**config.mk**
```make
export PLATFORM = sky130hd
export DESIGN_NAME = stack_arbiter
export DESIGN_NICKNAME = d
export VERILOG_FILES = /design/src/rtl/stack_arb_pkg.sv /design/src/rtl/rr_arb2.sv /design/src/rtl/stack_arbiter.sv
export SDC_FILE = /design/constraint.sdc
export NUM_CORES = 1
export LEC_CHECK = 0
export CAP_MARGIN = 15
export CORE_ASPECT_RATIO = 1.4
export CORE_MARGIN = 2
export CORE_UTILIZATION = 39
export CTS_BUF_LIST = sky130_fd_sc_hd__clkbuf_8 sky130_fd_sc_hd__clkbuf_16
export CTS_CLUSTER_SIZE = 28
export DETAILED_ROUTE_END_ITERATION = 10
export PLACE_DENSITY = 0.75
export SKIP_LAST_GASP = 1
export SLEW_MARGIN = 20
export SYNTH_ARGS = -nofsm -noshare
export SYNTH_HDL_FRONTEND = slang
export SYNTH_SLANG_ARGS = --single-unit
export TNS_END_PERCENT = 20
```
**constraint.sdc**
```tcl
create_clock -name CLK -period 1.52 [get_ports CLK]
set_clock_uncertainty 0.05 [all_clocks]
set_input_delay 0.304 -clock CLK [delete_from_list [all_inputs] [get_ports CLK]]
set_output_delay 0.304 -clock CLK [all_outputs]
set_load 0.01 [all_outputs]
```
**src/rtl/stack_arb_pkg.sv**
```systemverilog
// Shared types and constants for the stack arbiter and its round-robin helper.
package stack_arb_pkg;

    typedef enum logic [1:0] {
        IDLE   = 2'd0,
        ISSUE  = 2'd1,
        DONE   = 2'd2,
        REJECT = 2'd3
    } state_t;

    localparam logic OP_PUSH = 1'b1;
    localparam logic OP_POP  = 1'b0;

    localparam int REQ_CALL = 0;
    localparam int REQ_IRQ  = 1;

    // One-hot acknowledge vector for a requester index.
    function automatic logic [1:0] req_onehot(input logic idx);
        return idx ? 2'b10 : 2'b01;
    endfunction

endpackage

```
**src/rtl/rr_arb2.sv**
```systemverilog
// Two-input round-robin grant. The pointer remembers the requester granted
// last; on a simultaneous request the other one wins. After reset the
// pointer favours requester 0.
module rr_arb2
    import stack_arb_pkg::*;
(
    input  logic       i_clk,
    input  logic       i_rst,
    input  logic [1:0] i_req,
    input  logic       i_advance,
    output logic       o_grant
);

    logic r_last;

    // Grant index: the single requester, or the one not served last.
    always_comb begin
        o_grant = 1'b0;
        if (i_req == 2'b11) begin
            o_grant = ~r_last;
        end else begin
            o_grant = i_req[REQ_IRQ];
        end
    end

    // Pointer moves on every accepted grant, single or contended.
    always_ff @(posedge i_clk) begin
        if (i_rst) begin
            r_last <= 1'b1;
        end else if (i_advance && (i_req != 2'b00)) begin
            r_last <= o_grant;
        end
    end

endmodule

```
**src/rtl/stack_arbiter.sv**
```systemverilog
// Arbiter sharing one LIFO stack between the call/return unit (requester 0)
// and the interrupt unit (requester 1). Drives one stack access per grant,
// returns ACK/ERR/RDATA and tracks a shadow occupancy count.
// Build option: define STACK_ARB_FIXED_PRIO_EN to give the interrupt unit
// fixed priority on simultaneous requests instead of round-robin.
//
// state  | meaning
// IDLE   | wait for a request, arbitrate, check FULL/EMPTY
// ISSUE  | STK_CE high for one cycle with latched op/data
// DONE   | ACK to winner, pop data and LEVEL updated
// REJECT | ACK with ERR, stack untouched
//
// STK_DATA_OUT is expected to present the current top-of-stack word; it is
// captured on the same edge the pop executes, so RDATA is valid together
// with ACK.
module stack_arbiter
    import stack_arb_pkg::*;
#(
    parameter int DATA_WIDTH = 8,
    parameter int DEPTH      = 3
) (
    input  logic                  CLK,
    input  logic                  RST,
    input  logic [1:0]            REQ,
    input  logic [1:0]            REQ_nRW,
    input  logic [DATA_WIDTH-1:0] REQ_DATA0,
    input  logic [DATA_WIDTH-1:0] REQ_DATA1,
    output logic [1:0]            ACK,
    output logic                  ERR,
    output logic [DATA_WIDTH-1:0] RDATA,
    output logic                  STK_CE,
    output logic                  STK_nRW,
    output logic [DATA_WIDTH-1:0] STK_DATA_IN,
    input  logic [DATA_WIDTH-1:0] STK_DATA_OUT,
    input  logic                  STK_FULL,
    input  logic                  STK_EMPTY,
    output logic [DEPTH:0]        LEVEL,
    output logic                  BUSY
);

    localparam logic [DEPTH:0] LVL_MAX = {1'b1, {DEPTH{1'b0}}};
    localparam logic [DEPTH:0] LVL_ONE = {{DEPTH{1'b0}}, 1'b1};

    state_t r_state;
    state_t w_state_nxt;

    logic                  r_win;
    logic                  r_op;
    logic [DATA_WIDTH-1:0] r_data;
    logic [1:0]            r_ack;
    logic                  r_err;
    logic [DATA_WIDTH-1:0] r_rdata;
    logic                  r_stk_ce;
    logic                  r_stk_nrw;
    logic [DATA_WIDTH-1:0] r_stk_din;
    logic [DEPTH:0]        r_level;
    logic                  r_busy;

    logic                  w_grant;
    logic                  w_win_nxt;
    logic                  w_op_nxt;
    logic [DATA_WIDTH-1:0] w_data_nxt;
    logic [1:0]            w_ack_nxt;
    logic                  w_err_nxt;
    logic [DATA_WIDTH-1:0] w_rdata_nxt;
    logic                  w_ce_nxt;
    logic                  w_nrw_nxt;
    logic [DATA_WIDTH-1:0] w_din_nxt;
    logic [DEPTH:0]        w_level_nxt;
    logic                  w_req_op;
    logic [DATA_WIDTH-1:0] w_req_data;

`ifdef STACK_ARB_FIXED_PRIO_EN
    // Interrupt unit wins whenever it requests.
    assign w_grant = REQ[REQ_IRQ];
`else
    logic w_arb_adv;

    assign w_arb_adv = (r_state == IDLE);

    rr_arb2 u_rr_arb2 (
        .i_clk     (CLK),
        .i_rst     (RST),
        .i_req     (REQ),
        .i_advance (w_arb_adv),
        .o_grant   (w_grant)
    );
`endif

    assign w_req_op   = REQ_nRW[w_grant];
    assign w_req_data = w_grant ? REQ_DATA1 : REQ_DATA0;

    // State register.
    always_ff @(posedge CLK) begin
        if (RST) begin
            r_state <= IDLE;
        end else begin
            r_state <= w_state_nxt;
        end
    end

    // Next state and next values of every registered output.
    always_comb begin
        w_state_nxt = r_state;
        w_win_nxt   = r_win;
        w_op_nxt    = r_op;
        w_data_nxt  = r_data;
        w_ack_nxt   = 2'b00;
        w_err_nxt   = 1'b0;
        w_rdata_nxt = r_rdata;
        w_ce_nxt    = 1'b0;
        w_nrw_nxt   = r_stk_nrw;
        w_din_nxt   = r_stk_din;
        w_level_nxt = r_level;

        case (r_state)
            IDLE: begin
                if (REQ != 2'b00) begin
                    w_win_nxt  = w_grant;
                    w_op_nxt   = w_req_op;
                    w_data_nxt = w_req_data;
                    if (((w_req_op == OP_PUSH) && STK_FULL) ||
                        ((w_req_op == OP_POP) && STK_EMPTY)) begin
                        w_state_nxt = REJECT;
                        w_ack_nxt   = req_onehot(w_grant);
                        w_err_nxt   = 1'b1;
                    end else begin
                        w_state_nxt = ISSUE;
                        w_ce_nxt    = 1'b1;
                        w_nrw_nxt   = w_req_op;
                        w_din_nxt   = w_req_data;
                    end
                end
            end
            ISSUE: begin
                w_state_nxt = DONE;
                w_ack_nxt   = req_onehot(r_win);
                if (r_op == OP_POP) begin
                    w_rdata_nxt = STK_DATA_OUT;
                    if (r_level != '0) begin
                        w_level_nxt = r_level - LVL_ONE;
                    end
                end else if (r_level != LVL_MAX) begin
                    w_level_nxt = r_level + LVL_ONE;
                end
            end
            DONE: begin
                w_state_nxt = IDLE;
            end
            REJECT: begin
                w_state_nxt = IDLE;
            end
            default: begin
                w_state_nxt = IDLE;
            end
        endcase
    end

    // Output and latched-request registers.
    always_ff @(posedge CLK) begin
        if (RST) begin
            r_win     <= 1'b0;
            r_op      <= OP_POP;
            r_data    <= '0;
            r_ack     <= 2'b00;
            r_err     <= 1'b0;
            r_rdata   <= '0;
            r_stk_ce  <= 1'b0;
            r_stk_nrw <= 1'b0;
            r_stk_din <= '0;
            r_level   <= '0;
            r_busy    <= 1'b0;
        end else begin
            r_win     <= w_win_nxt;
            r_op      <= w_op_nxt;
            r_data    <= w_data_nxt;
            r_ack     <= w_ack_nxt;
            r_err     <= w_err_nxt;
            r_rdata   <= w_rdata_nxt;
            r_stk_ce  <= w_ce_nxt;
            r_stk_nrw <= w_nrw_nxt;
            r_stk_din <= w_din_nxt;
            r_level   <= w_level_nxt;
            r_busy    <= (w_state_nxt != IDLE);
        end
    end

    assign ACK         = r_ack;
    assign ERR         = r_err;
    assign RDATA       = r_rdata;
    assign STK_CE      = r_stk_ce;
    assign STK_nRW     = r_stk_nrw;
    assign STK_DATA_IN = r_stk_din;
    assign LEVEL       = r_level;
    assign BUSY        = r_busy;

endmodule

```
==> results.py, run 1 <==
metrics = {
    "run_status": {
        "status": "complete, but fails checks",
        "failed_checks": "negative setup slack",
    },
    "cells_and_area": {
        "final_cell_mix": "clkdlybuf4s50_1, dfxtp_1, buf_4, nand2_1, a21oi_1",
        "final_common_cell": "clkdlybuf4s50_1",
        "drive_gt1_frac": 0.2361,
        "final_nets": 267,
        "syn_to_final_growth_pct": 60.69,
        "fillers": 318,
        "final_area_um2": 2389,
        "antenna_cells": 0,
    },
    "sta": {
        "finalMaxSlewViolations": 0,
        "fin_hold_ws_ns": 0.4344,
        "slew_headroom": 0.7435,
        "tns_ns": -0.09119,
        "rsz0062_at_grt": "yes",
        "fmax_mhz": 645.2,
        "tightest_slew_ns": 0.3835,
        "setup_viol": 6,
        "hold_viol": 0,
        "worst_slack_ns": -0.02990,
        "period_needed_ns": 1.550,
        "finalCritPeriodShare": 1.020,
    },
    "grt": {
        "met1_usage": 0.1887,
        "grt_pass1_wl_mm": 6.996,
        "grt_use_met2": 0.3729,
        "use_met3": 0.07757,
        "grt_pass1_vias": 1593,
        "busiest_layer": "met2",
        "globalRouteTotalUtil": 0.2046,
        "antenna_found_initial": 0,
        "grt_overflow": 0,
        "grt_max_degree": 16,
    },
    "route": {
        "dr.pass1.iters": 4,
        "drtIter0Drc": 21,
        "ant_nets": 0,
        "drc": 0,
        "wl_per_cell_um": 14.79,
        "vias": 1489,
        "viasPerCell": 5.415,
        "wl_mm": 4.066,
    },
    "setup_path": {
        "cp.required_ns": 1.17,
        "cp_top_family": "buffers and inverters",
        "r2r-start": "u_rr_arb2.r_last",
        "critPathMaxFanout": 3,
        "start_kind": "register",
        "slowest_stage": "clkdlybuf4s50_1",
        "reg2reg_depth": 4,
        "worstPathArrival_ns": 1.20,
        "end_kind": "primary output",
        "critPathMaxStageDelay_ns": 0.56,
        "crit_type": "register to primary output",
        "path_buf_inv": 1,
        "r2r_end": "ACK[1]",
        "path_cells": "clkdlybuf4s50_1",
        "rrSetupSlack_ns": 0.01,
    },
    "floorplan": {
        "core_area_um2": 3643,
        "die_h_um": 77.05,
        "num_rows": 26,
        "dieArea_um2": 4328,
        "initial_utilization": 0.4080,
        "ioPinCount": 58,
        "die_w_um": 56.18,
    },
    "clocking": {
        "cts_root_buffer": "clkbuf_8",
        "clk_pin_slew_ns": 0.06,
        "cts_max_level": 2,
        "clock_latency_ns": 0.29,
        "clock_sinks": 31,
        "cts-buffers-inserted": 5,
        "cts_buffer_depth": 2,
        "cts_tree": "built",
    },
    "job": {
        "maxCapViolCount": 0,
    },
    "synth": {
        "seq_area_frac_synth": 0.4175,
        "synth_top_area_cell": "dfxtp_1",
        "synthFlopType": "dfxtp_1",
        "ys_ff_latch": 31,
        "syn_inst": 156,
        "ys_types": 43,
        "syn_nets": 191,
        "yosysTopAreaCellShare": 0.4175,
        "synthArstFlopShare": 0,
        "yosysWarnings": 0,
        "syn_area_um2": 1486,
        "synth-edff-count": 0,
        "postSynthAreaPerCell_um2": 9.528,
        "synth.area.top_cells": "dfxtp_1, a211oi_2, mux2i_1, a21oi_1, nand2_1",
    },
    "placed_design": {
        "place_congestion": 0.8031,
        "dp_slack_ns": -0.5097,
        "hpwl_mm": 3.010,
        "io_buffers": 57,
        "dpl_cell_area_um2": 2217,
    },
    "hold_path": {
        "hold_class": "register to register",
        "hold_depth": 2,
        "whs_endpoint": "LEVEL[2]",
        "hp-start": "LEVEL[2]",
    },
    "power_and_ir_drop": {
        "powerDensity_nw_per_um2": 1016,
        "irDropWorstVdd_mv": 0.8925,
        "leakagePower_uw": 0.001015,
    },
}
state kept, by name, indices dropped and copies added (netlist names):
signal            cells
r_win                 1
ERR                   1
LEVEL                 4
STK_DATA_IN           8
STK_CE                1
RDATA                 8
u_rr_arb2.r_last      1
r_op                  1
STK_nRW               1
r_state               2
ACK                   2
BUSY                  1
layout make-up:
class                      count  area (µm²)  area share
timing repair buffer          79       758.2      0.3174
multi-input combinational    112       839.6      0.3515
tap                           42       52.55     0.02200
sequential                    31       625.6      0.2619
inverter                       3       12.51    0.005238
clock inverter                 1       3.754    0.001572
clock buffer                   7       96.34     0.04034
cells in the mapped netlist (3+ instances only):
master,count
o21ai_1,10
nor3_1,3
a21o_1,5
a211oi_2,10
a21oi_1,13
nand2_1,16
mux2i_1,9
nor2_1,8
buf_2,3
clkbuf_1,4
dfxtp_1,31
nor2b_1,3
a31oi_1,8
worst reg2reg max path: cells and delay by family (launching register included):
kind / cells / cell delay [ns]
compound gates: 3 / 0.89
flops: 1 / 0.34
simple gates: 1 / 0.17
logic make-up after synthesis:
| kind of cell | count (synthesis) | share of synthesized area |
|---|---|---|
| mux | 9 | 0.06061 |
| flops | 31 | 0.4175 |
| simple gates | 39 | 0.1280 |
| compound gates | 59 | 0.3064 |
| buf+inv | 13 | 0.04544 |
| fa+ha+maj | 3 | 0.03030 |
| xor+xnor | 2 | 0.01179 |
per-stage QoR:
stage | power (µW) | utilization | std cells
floorplan | 1357 | - | 156
global placement | 1688 | 0.6085 | 265
detailed placement | 1718 | 0.6085 | 265
CTS | 2440 | 0.6466 | 274
global route | 2556 | 0.6556 | 275
finish | 2426 | 0.6556 | 275
power breakdown:
group	leakage (µW)	internal (µW)	switching [µW]
sequential	0.000256	900	66.2
combinational	0.000703	418	342
clock	0.0000557	406	294
total	0.00101	1720	702
worst max path at each step:
stage / start / to / slack, ns / cells after the start
floorplan: LEVEL[1] / LEVEL[3] / 0.01 / 5
global placement: REQ[1] / ACK[1] / -0.43 / 6
detailed placement: REQ[1] / ACK[1] / -0.51 / 6
CTS: LEVEL[2] / LEVEL[2] / -0.10 / 1
global route: STK_DATA_IN[3] / STK_DATA_IN[3] / -0.07 / 1
finish: STK_nRW / STK_nRW / -0.03 / 1
layer usage:
| metal | part of all wire | up-vias |
|---|---|---|
| li1 | - | 727 |
| met1 | 0.36 | 705 |
| met2 | 0.55 | 50 |
| met3 | 0.067 | 7 |
| met4 | 0.027 | 0 |
| met5 | 0 | - |
what timing repair did:
action	in CTS	in global routing
pin swaps	3	4
resized for setup	13	12
buffers inserted	0	1
setup endpoints to repair	33	33
hold buffers	0	0
cloned	1	0
(Power assumes the default switching activity.)
==> inputs of run 2 (changes only) <==
- CTS_CLUSTER_SIZE: 28 -> 30
- TNS_END_PERCENT: 20 -> default
==> run 2 against run 1 <==
The run now ends clean. Utilization fell by 0.34 points. Flip-flop and latch count did not move. Sequential power barely moved. Clock-buffer cell count did not move. Routed wire length fell by 0.52%. Non-clock buffer count did not move. Global-route usage did not move. Cell count did not move. Via count fell by 0.13%. Register-to-register slack improved by 0.02 ns. Critical path depth rose by 4. Combinational power fell by 3.8%.
==> results.py, run 2 (synthesis gave the netlist of run 1 again) <==
metrics = {
    "route": {
        "viasPerCell": 5.407,
        "drtIter0Drc": 32,
        "vias": 1487,
        "wl_per_cell_um": 14.71,
        "ant_nets": 0,
        "wl_mm": 4.045,
        "dr.pass1.iters": 4,
        "drc": 0,
    },
    "cells_and_area": {
        "register_area_um2": 625.6,
        "multi_input_area_um2": 842.1,
        "syn_to_final_growth_pct": 59.85,
        "final_common_cell": "clkdlybuf4s50_1",
        "fillers": 327,
        "final_nets": 267,
        "final_cell_mix": "clkdlybuf4s50_1, dfxtp_1, dlygate4sd2_1, buf_4, nand2_1",
        "finalNonFillerCells": 275,
        "drive_gt1_frac": 0.2403,
        "antenna_cells": 0,
    },
    "sta": {
        "tightest_slew_ns": 0.3764,
        "finalMaxSlewViolations": 0,
        "hold_viol": 0,
        "finalCritPeriodShare": 0.9853,
        "setup_viol": 0,
        "worst_slack_ns": 0.02240,
        "fmax_mhz": 667.7,
        "slew_headroom": 0.7483,
        "rsz0062_at_grt": "yes",
        "period_needed_ns": 1.498,
    },
    "power_and_ir_drop": {
        "p_total_uw": 2397,
        "leakagePower_uw": 0.001097,
        "powerDensity_nw_per_um2": 1009,
        "irDropWorstVdd_mv": 0.8992,
    },
    "job": {
        "maxCapViolCount": 0,
    },
    "clocking": {
        "clk_pin_slew_ns": 0.06,
        "cts-buffers-inserted": 5,
        "cts_root_buffer": "clkbuf_8",
        "cts_buffer_depth": 2,
        "hold_buffers": 0,
        "cts_max_level": 2,
        "clock_sinks": 31,
        "clock_latency_ns": 0.29,
        "cts_tree": "built",
    },
    "floorplan": {
        "num_rows": 26,
        "core_area_um2": 3643,
        "ioPinCount": 58,
        "die_w_um": 56.18,
        "dieArea_um2": 4328,
        "die_h_um": 77.05,
        "initial_utilization": 0.4080,
    },
    "placed_design": {
        "place_congestion": 0.8031,
        "dp_cells": 265,
        "hpwl_mm": 3.010,
        "io_buffers": 57,
        "dp_slack_ns": -0.5097,
    },
    "setup_path": {
        "reg2reg_depth": 4,
        "path_cells": "dlygate4sd2_1 > and2_4 > o32a_4 > a211o_1 > a211oi_2",
        "slowest_stage": "o32a_4",
        "critPathMaxFanout": 7,
        "path_buf_inv": 1,
        "worstPathArrival_ns": 1.66,
        "cp_top_family": "compound AO/OA/AOI/OAI gates",
        "start_kind": "primary input",
        "crit_type": "primary input to register",
        "critPathMaxStageDelay_ns": 0.39,
        "critical_path_depth": 5,
        "cp.required_ns": 1.68,
        "end_kind": "register",
    },
    "grt": {
        "grt_pass1_vias": 1590,
        "grt_overflow": 0,
        "antenna_found_initial": 0,
        "globalRouteTotalUtil": 0.2046,
        "grt_max_degree": 16,
        "grt_pass1_wl_mm": 6.996,
    },
    "hold_path": {
        "hold_class": "register to register",
        "hold_depth": 2,
    },
    "run_status": {
        "status": "complete, no violations",
    },
}
[run 2: cell types whose count changed in the layout (fill, tap and decap cells not counted)]
cell             previous run  this run
dlygate4sd2_1               4        21
buf_6                       2         3
dlymetal6s2s_1              4         5
clkdlybuf4s50_1            48        30
fa_1                        1         0
buf_4                      18        17
fa_2                        0         1
[run 2: layer usage]
layer  wire (µm)  part of all wire  vias up  GRT usage
met5           0                 0        -          0
met1        1449              0.36      699     0.1876
met3         284             0.070        7    0.07757
met2        2200              0.54       55     0.3741
li1            -                 -      726          -
met4         111             0.027        0     0.1167
[run 2: cell type report]
type                       count  area share
tap                           42     0.02212
multi-input combinational    112      0.3544
clock inverter                 1    0.001580
inverter                       3    0.005266
timing repair buffer          79      0.3128
sequential                    31      0.2633
clock buffer                   7     0.04055
[run 2: report_power, final]
part / switching [µW] / internal, µW / total [µW]
Sequential: 65.6 / 900 / 966
Clock: 294 / 406 / 700
Combinational: 341 / 390 / 731
[run 2: final timing paths]
kind / from / end / slack (ns)
max: REQ[0] / ACK[1] / 0.02
min: RDATA[5] / RDATA[5] / 0.44
max reg2reg: u_rr_arb2.r_last / ACK[1] / 0.03
min reg2reg: RDATA[5] / RDATA[5] / 0.44
[run 2: tightest hold or removal path, delay by kind of cell (launching register included)]
family / cells / cell delay [ns]
compound gates: 2 / 0.14
flops: 1 / 0.31
[run 2: per-stage QoR]
step	cell area, µm²	utilization	hold WS (ns)	setup TNS, ns
final	2376	0.6521	0.4383	0
after global routing	2376	0.6521	0.4436	-0.04602
after CTS	2335	0.6408	0.4388	-0.01746
after detailed placement	2217	0.6085	0.4275	-6.594
after global placement	2217	0.6085	0.4152	-5.565
after floorplan	1488	-	0.3334	0
[run 2: what timing repair did]
item / 4_1_cts / 5_1_grt
resized for setup: 31 / 14
pin swaps: 3 / 4
buffers inserted: 0 / 1
setup endpoints to repair: 33 / 16
cloned: 1 / 0
